`src/rtl/wb_retire_stage.sv`:
```
// Write-back / retire stage: formats the result, drives the register-file
// write port and the forwarding bus, and keeps the minstret counter.
module wb_retire_stage #(
  parameter int REG_AW = 5,
  parameter int CNT_W  = 64,
  parameter bit FWD_EN = 1'b1
) (
  input  logic              i_clk,
  input  logic              i_rst_n,
  input  logic              i_valid,
  output logic              o_ready,
  input  logic              i_hold,
  input  logic              i_flush,
  input  logic              i_trap,
  input  logic [REG_AW-1:0] i_rd,
  input  logic              i_rd_we,
  input  logic [1:0]        i_sel,
  input  logic [31:0]       i_alu_result,
  input  logic [31:0]       i_load_data,
  input  logic [2:0]        i_load_funct3,
  input  logic [1:0]        i_addr_lsb,
  input  logic [31:0]       i_csr_rdata,
  input  logic [31:0]       i_pc_plus4,
  input  logic              i_cnt_wr_lo,
  input  logic              i_cnt_wr_hi,
  input  logic [31:0]       i_cnt_wdata,
  output logic              o_rf_we,
  output logic [REG_AW-1:0] o_rf_waddr,
  output logic [31:0]       o_rf_wdata,
  output logic              o_fwd_valid,
  output logic [REG_AW-1:0] o_fwd_rd,
  output logic [31:0]       o_fwd_data,
  output logic [CNT_W-1:0]  o_instret
);

  localparam int HI_W = CNT_W - 32;

  typedef enum logic [1:0] {
    SEL_ALU  = 2'd0,
    SEL_LOAD = 2'd1,
    SEL_CSR  = 2'd2,
    SEL_PC4  = 2'd3
  } sel_e;

  logic              accept, retire;
  logic [7:0]        ld_byte;
  logic [15:0]       ld_half;
  logic [31:0]       ld_fmt;
  logic [31:0]       result;

  logic              rf_we_d, rf_we_q;
  logic [REG_AW-1:0] waddr_d, waddr_q;
  logic [31:0]       wdata_d, wdata_q;
  logic [CNT_W-1:0]  cnt_d, cnt_q;

  // Acceptance depends only on hold, so ready never waits on valid.
  assign o_ready = ~i_hold;
  assign accept  = i_valid & ~i_hold & ~i_flush;
  assign retire  = accept & ~i_trap;

  // Load extraction: pick byte/halfword lane, then extend per funct3.
  always_comb begin
    ld_byte = 8'h00;
    ld_half = i_addr_lsb[1] ? i_load_data[31:16] : i_load_data[15:0];
    ld_fmt  = 32'h0;
    case (i_addr_lsb)
      2'd0: ld_byte = i_load_data[7:0];
      2'd1: ld_byte = i_load_data[15:8];
      2'd2: ld_byte = i_load_data[23:16];
      2'd3: ld_byte = i_load_data[31:24];
      default: ld_byte = 8'h00;
    endcase
    case (i_load_funct3)
      3'b000: ld_fmt = {{24{ld_byte[7]}}, ld_byte};
      3'b001: ld_fmt = {{16{ld_half[15]}}, ld_half};
      3'b010: ld_fmt = i_load_data;
      3'b100: ld_fmt = {24'h0, ld_byte};
      3'b101: ld_fmt = {16'h0, ld_half};
      default: ld_fmt = 32'h0;
    endcase
  end

  // Result source mux.
  always_comb begin
    result = i_alu_result;
    case (sel_e'(i_sel))
      SEL_ALU:  result = i_alu_result;
      SEL_LOAD: result = ld_fmt;
      SEL_CSR:  result = i_csr_rdata;
      SEL_PC4:  result = i_pc_plus4;
      default:  result = i_alu_result;
    endcase
  end

  // Write-port next state: addr/data only move on retire, x0 never writes.
  always_comb begin
    rf_we_d = retire & i_rd_we & (i_rd != '0);
    waddr_d = retire ? i_rd   : waddr_q;
    wdata_d = retire ? result : wdata_q;
  end

  // Counter next state: any CSR write suppresses that cycle's increment.
  always_comb begin
    cnt_d = cnt_q;
    if (i_cnt_wr_lo || i_cnt_wr_hi) begin
      if (i_cnt_wr_lo) cnt_d[31:0] = i_cnt_wdata;
      if (i_cnt_wr_hi) cnt_d[CNT_W-1:32] = i_cnt_wdata[HI_W-1:0];
    end else if (retire) begin
      cnt_d = cnt_q + CNT_W'(1);
    end
  end

  // State registers; reset drops any captured instruction.
  always_ff @(posedge i_clk or negedge i_rst_n) begin
    if (!i_rst_n) begin
      rf_we_q <= 1'b0;
      waddr_q <= '0;
      wdata_q <= '0;
      cnt_q   <= '0;
    end else begin
      rf_we_q <= rf_we_d;
      waddr_q <= waddr_d;
      wdata_q <= wdata_d;
      cnt_q   <= cnt_d;
    end
  end

  assign o_rf_we    = rf_we_q;
  assign o_rf_waddr = waddr_q;
  assign o_rf_wdata = wdata_q;
  assign o_instret  = cnt_q;

  generate
    if (FWD_EN) begin : g_fwd
      assign o_fwd_valid = rf_we_q;
      assign o_fwd_rd    = waddr_q;
      assign o_fwd_data  = wdata_q;
    end else begin : g_nofwd
      assign o_fwd_valid = 1'b0;
      assign o_fwd_rd    = '0;
      assign o_fwd_data  = '0;
    end
  endgenerate

  // Upper write-data bits have no home when the counter is narrower than 64.
  logic unused_wdata;
  assign unused_wdata = ^i_cnt_wdata;

endmodule

```
`config.mk`:
```
export PLATFORM = sky130hd
export DESIGN_NAME = wb_retire_stage
export DESIGN_NICKNAME = d
export VERILOG_FILES = /design/src/rtl/wb_retire_stage.sv
export SDC_FILE = /design/constraint.sdc
export NUM_CORES = 1
export LEC_CHECK = 0
export ABC_AREA = 1
export CORE_MARGIN = 2
export CORE_UTILIZATION = 46
export CTS_BUF_LIST = sky130_fd_sc_hd__clkbuf_2
export DETAILED_ROUTE_END_ITERATION = 16
export PLACE_DENSITY = 0.83
export SYNTH_ARGS = -nofsm -noshare
export SYNTH_HDL_FRONTEND = slang
export SYNTH_SLANG_ARGS = --single-unit
export TNS_END_PERCENT = 1
```
`constraint.sdc`:
```
create_clock -name i_clk -period 2.2 [get_ports i_clk]
set_input_delay 0.44 -clock i_clk [delete_from_list [all_inputs] [get_ports i_clk]]
set_output_delay 0.44 -clock i_clk [all_outputs]
set_load 0.02 [all_outputs]
```
# Word-level counts from Yosys, hierarchy flattened
# Index checks and enable logic that the tools add are counted.
# word_totals
reg_bits	102
word_cells	42
latchBits	0
mem_count	0
ramBits	0
out_inout_bits	141
inputBits	181
romBits	0
# classes
reduce_logical	8
bitwise	8
shifts	0
addsub	1
eq_ne	12
n_lt_le_gt_ge	0
div_mod_pow	0
multipliers	0
muxes	8
# ops
operator	n
$pmux W32 S5	1
$mux W64	2
$pmux W32 S4	1
$add A64 B1 Y64 const B	1
$mux W32	2
$pmux W8 S4	1
$mux W16	1
$eq A2 B2 Y1 const B	4
$eq A3 B3 Y1 const B	2
$and A1 B1 Y1	5
$reduce_bool A5 Y1	1
$eq A2 B1 Y1 const B	2
$logic_not A2 Y1	2
$ne A2 B2 Y1 const B	2
$reduce_and A2 Y1	2
$eq A3 B1 Y1 const B	1
$eq A3 B2 Y1 const B	1
$logic_not A3 Y1	1
$not A1 Y1	3
$reduce_bool A2 Y1	1
$logic_or A1 B1 Y1	1

# Longest topological paths before layout
# depth
depth_word	6
depth_mapped	12
mapped_depth_nobuf	11

# Least setup slack after synthesis
# OpenSTA, ideal clock, no wires.
# synth_timing
path_type	register -> register
startpoint	register cnt_q[0], in the netlist o_instret[0]
endpoint	register cnt_q[44], in the netlist o_instret[44]
path_slack_ps	453
required_time_ps	2083
setup_time_ps	117
arrival_time_ps	1631
path_stages_with_launch	11
cell_sequence	dfrtp_1 > ha_1 > nand2_2 > nor2_4 > nand3_2 > nor2_1 > nand2_1 > o21ai_0 > nand2_1 > nand2_1 > nand2_1
# synth_between
elab_chain_cells	3
# synth_rtl
item	line	source
from (decl)	54	logic [CNT_W-1:0] cnt_d, cnt_q;
from (signal assigned)	124	cnt_q <= cnt_d;
$add A64 B1 Y64	109	cnt_d = cnt_q + CNT_W'(1);
$mux W64	108	end else if (retire) begin
$mux W64	105	if (i_cnt_wr_lo || i_cnt_wr_hi) begin
# No other way between the ends. The select of a mux whose other input is x is not followed.
# A chain may end at the register's enable or synchronous reset.

# Final worst setup path
# layout_timing
startpoint	register wdata_q[24], in the netlist o_fwd_data[24]
endpoint	output o_rf_wdata[24]
# layout_rtl
item	line	source
from (decl)	53	logic [31:0] wdata_d, wdata_q;
from (signal assigned)	123	wdata_q <= wdata_d;
to (decl)	29	output logic [31:0] o_rf_wdata,
# No word-level cell between the ends.

==> flow_summary_export.csv <==
group,metric,value,unit
outcome,status,"finished, final reports clean",
grt,antenna_found_initial,1,
setup_path,cp-end-kind,"output pin",
setup_path,cp_slowest_cell,"clkdlybuf4s50_1",
synthesis,synthTopCellsByArea,"dfrtp_1 30%, nand2_1 23%, nor2_1 12%",
placed_design,io_buffers,321,
placed_design,dpl-instance-area,11900,um2
cts,cts_made_buffers,9,
synthesis,syn_area,8450,um2
synthesis,ys_seq_elements,102,
timing,fmax,0.463,GHz
route,avgViaCountPerCell,5.45,
cts,clockBufferDepth,2,
setup_path,timing.critical_path.buf_inv,1,
synthesis,synth.largest_area_cell,"dfrtp_1",
synthesis,synth_top_area_share,30.2,%
grt,overflow,0,
setup_path,cpPeakStageDelay,0.63,ns
cts,cts.sinks,102,
worst_hold_path,hold_class,"input pin to asynchronous set/reset pin",
setup_path,r2r_cells,10,
setup_path,worstReg2RegStart,"o_instret[1]",
setup_path,rr_endpoint,"o_instret[44]",
grt,grt_use_total,36.9,%
setup_path,path_delay_family,"buffers and inverters",
cells_and_area,final_common_cell,"nand2_1",
timing,report.final.slew_viol_count,0,
setup_path,crit_path_max_fanout,3,
setup_path,cp_cell_sequence,"clkdlybuf4s50_1",
cells_and_area,fin_area,12000,um2
timing,hold_viol,0,
cells_and_area,fin_util,66.9,%
timing,min_period_over_period,98.2,%
floorplan,die_w,140,um
setup_path,worstSetupPathType,"flip-flop to output pin",
route,wl_per_cell,18.8,um
placed_design,dp_hpwl,29600,um
setup_path,cp.required,1.76,ns
route,drtIter0Drc,928,
synthesis,syn_avg_cell_area,5.93,um2
route,drc,0,
cells_and_area,layout_common_cells,"522 x nand2_1, 266 x nor2_1, 182 x clkdlybuf4s50_1, 118 x dlygate4sd2_1, 91 x inv_1",
setup_path,crit_arrival,1.72,ns
timing,post-route-min-period,2.16,ns
cts,clockRootBuffer,"clkbuf_2",
grt,grt_first_pass_wirelength,56000,um
floorplan,die-area,19500,um2
route,num_vias,10618,
synthesis,ys_warn_count,0,
cts,h-tree-depth,3,
cells_and_area,layout-drive-gt1-share,9.71,%
cells_and_area,area_growth,42.2,%
floorplan,die_h,140,um
power,powerDensity,523,nW/um2
placed_design,gp_congestion,0.984,
synthesis,ys_types,40,
cells_and_area,nNetsFinal,1896,
route,ant_nets,0,
route,drt_wl_total,36700,um
floorplan,rows,49,
timing,slew_headroom,67.8,%
run,cap_violations,0,
timing,clock_skew,0.0504,ns
power,ir_drop,0.000386,V
timing,setup_viol,0,
floorplan,start_util,47.0,%
grt,grt_pass1_vias,10164,
timing,worst_pin_slew,0.483,ns
grt,grt_start_max_net_pins,74,
synthesis,syn-num-nets,1607,
floorplan,ios,322,
cts,clk_pin_slew,0.34,ns
floorplan,core-area,18000,um2
synthesis,synth_seq_area_share,30.2,%
synthesis,synthCells,1425,
setup_path,r2r_slack,0.15,ns
cts,cts_tree,"yes",
power,p_leak,5.92,nW
cts,worstSkewPairLatency,0.68,ns
route,first_pass_iters,6,
setup_path,cp-start-kind,"flip-flop",
cells by family after synthesis:
family | Yosys count | synth area share, %
AND/OR/NAND/NOR | 922 | 44.7
AO/OA/AOI/OAI | 196 | 12.9
buffers and inverters | 192 | 10.7
flip-flops | 102 | 30.2
XOR/XNOR | 12 | 1.24
adder cells (fa/ha/maj) | 1 | 0.148
synth_stat cells:
cell type	number
nor4_1	3
and3_1	1
o21bai_1	1
nor3_1	6
a221oi_1	16
a21oi_2	3
nand2_1	522
a22oi_1	3
or2_2	6
a21boi_0	1
a21o_1	1
clkbuf_1	20
xnor2_1	7
nand2_2	9
buf_1	7
a31oi_1	5
dfrtp_1	102
o21ai_1	11
a21oi_1	71
nand2_4	2
o22ai_1	9
clkinv_1	2
ha_1	1
nand4_2	1
nand3_1	66
nor2_8	1
xor2_1	5
nor2_4	8
buf_4	39
nor2_2	15
nand3_2	2
inv_1	92
inv_2	8
a21o_2	1
o21ai_0	72
clkbuf_8	1
nand4_1	12
nor2_1	268
o211ai_1	2
buf_2	23
what timing repair did:
item,in CTS,in global routing
hold buffers,1,0
endpoints found under the hold margin,32,0
setup endpoints to repair,125,22
resized for setup,164,19
pin swaps,0,0
buffers inserted,0,3
through the flow:
stage                     setup slack (ns)   TNS, ns  std cells  total power, mW  hold WS [ns]
final                               0.0406         0       1949             6.29         0.168
after global routing              -0.00369  -0.00369       1949             6.60         0.171
after CTS                          -0.0787   -0.0787       1945             6.27         0.177
after detailed placement           -0.0225   -0.0225       1928             5.63         0.399
after global placement              0.0397         0       1928             5.59         0.395
after floorplan                      0.453         0       1425             4.07         0.144
metal layers:
metal / GRT usage [%] / wire length, um / part of all wire, % / vias to the layer above
met3: 7.43 / 3280 / 8.9 / 111
met4: 16.4 / 1770 / 4.8 / 0
met5: 0 / 0 / 0 / -
met2: 63.4 / 17900 / 49 / 598
li1: - / - / - / 5056
met1: 44.8 / 13700 / 37 / 4853
flip-flops by register name, indices dropped and copies added, names as in the netlist:
signal       cells
o_instret       64
o_fwd_rd         5
o_fwd_data      32
o_fwd_valid      1
power breakdown:
group	internal [mW]	leakage, nW	switching (mW)
Combinational	1.16	4.69	1.61
Sequential	2.18	1.18	0.436
Clock	0.164	0.0599	0.739
Total	3.50	5.92	2.79
cell type report:
class	count	area (um2)
clock inverters	6	43.8
repair buffers	368	3640
well taps	229	287
inverters	102	383
fillers	1715	5950
clock buffers	10	50.0
flip-flops and latches	102	2610
diodes	1	2.50
multi-input cells	1131	5000
worst max-delay path by stage:
stage	startpoint	endpoint	slack, ns	cells past startpoint
floorplan	o_instret[0]	o_instret[44]	0.45	10
global placement	i_sel[1]	o_fwd_data[31]	0.04	8
detailed placement	i_addr_lsb[1]	o_fwd_data[0]	-0.02	9
CTS	o_instret[2]	o_instret[2]	-0.08	1
global route	o_fwd_valid	o_fwd_valid	-0.004	1
finish	o_fwd_data[24]	o_rf_wdata[24]	0.04	1
No activity file was read; power rests on OpenSTA's default activity.
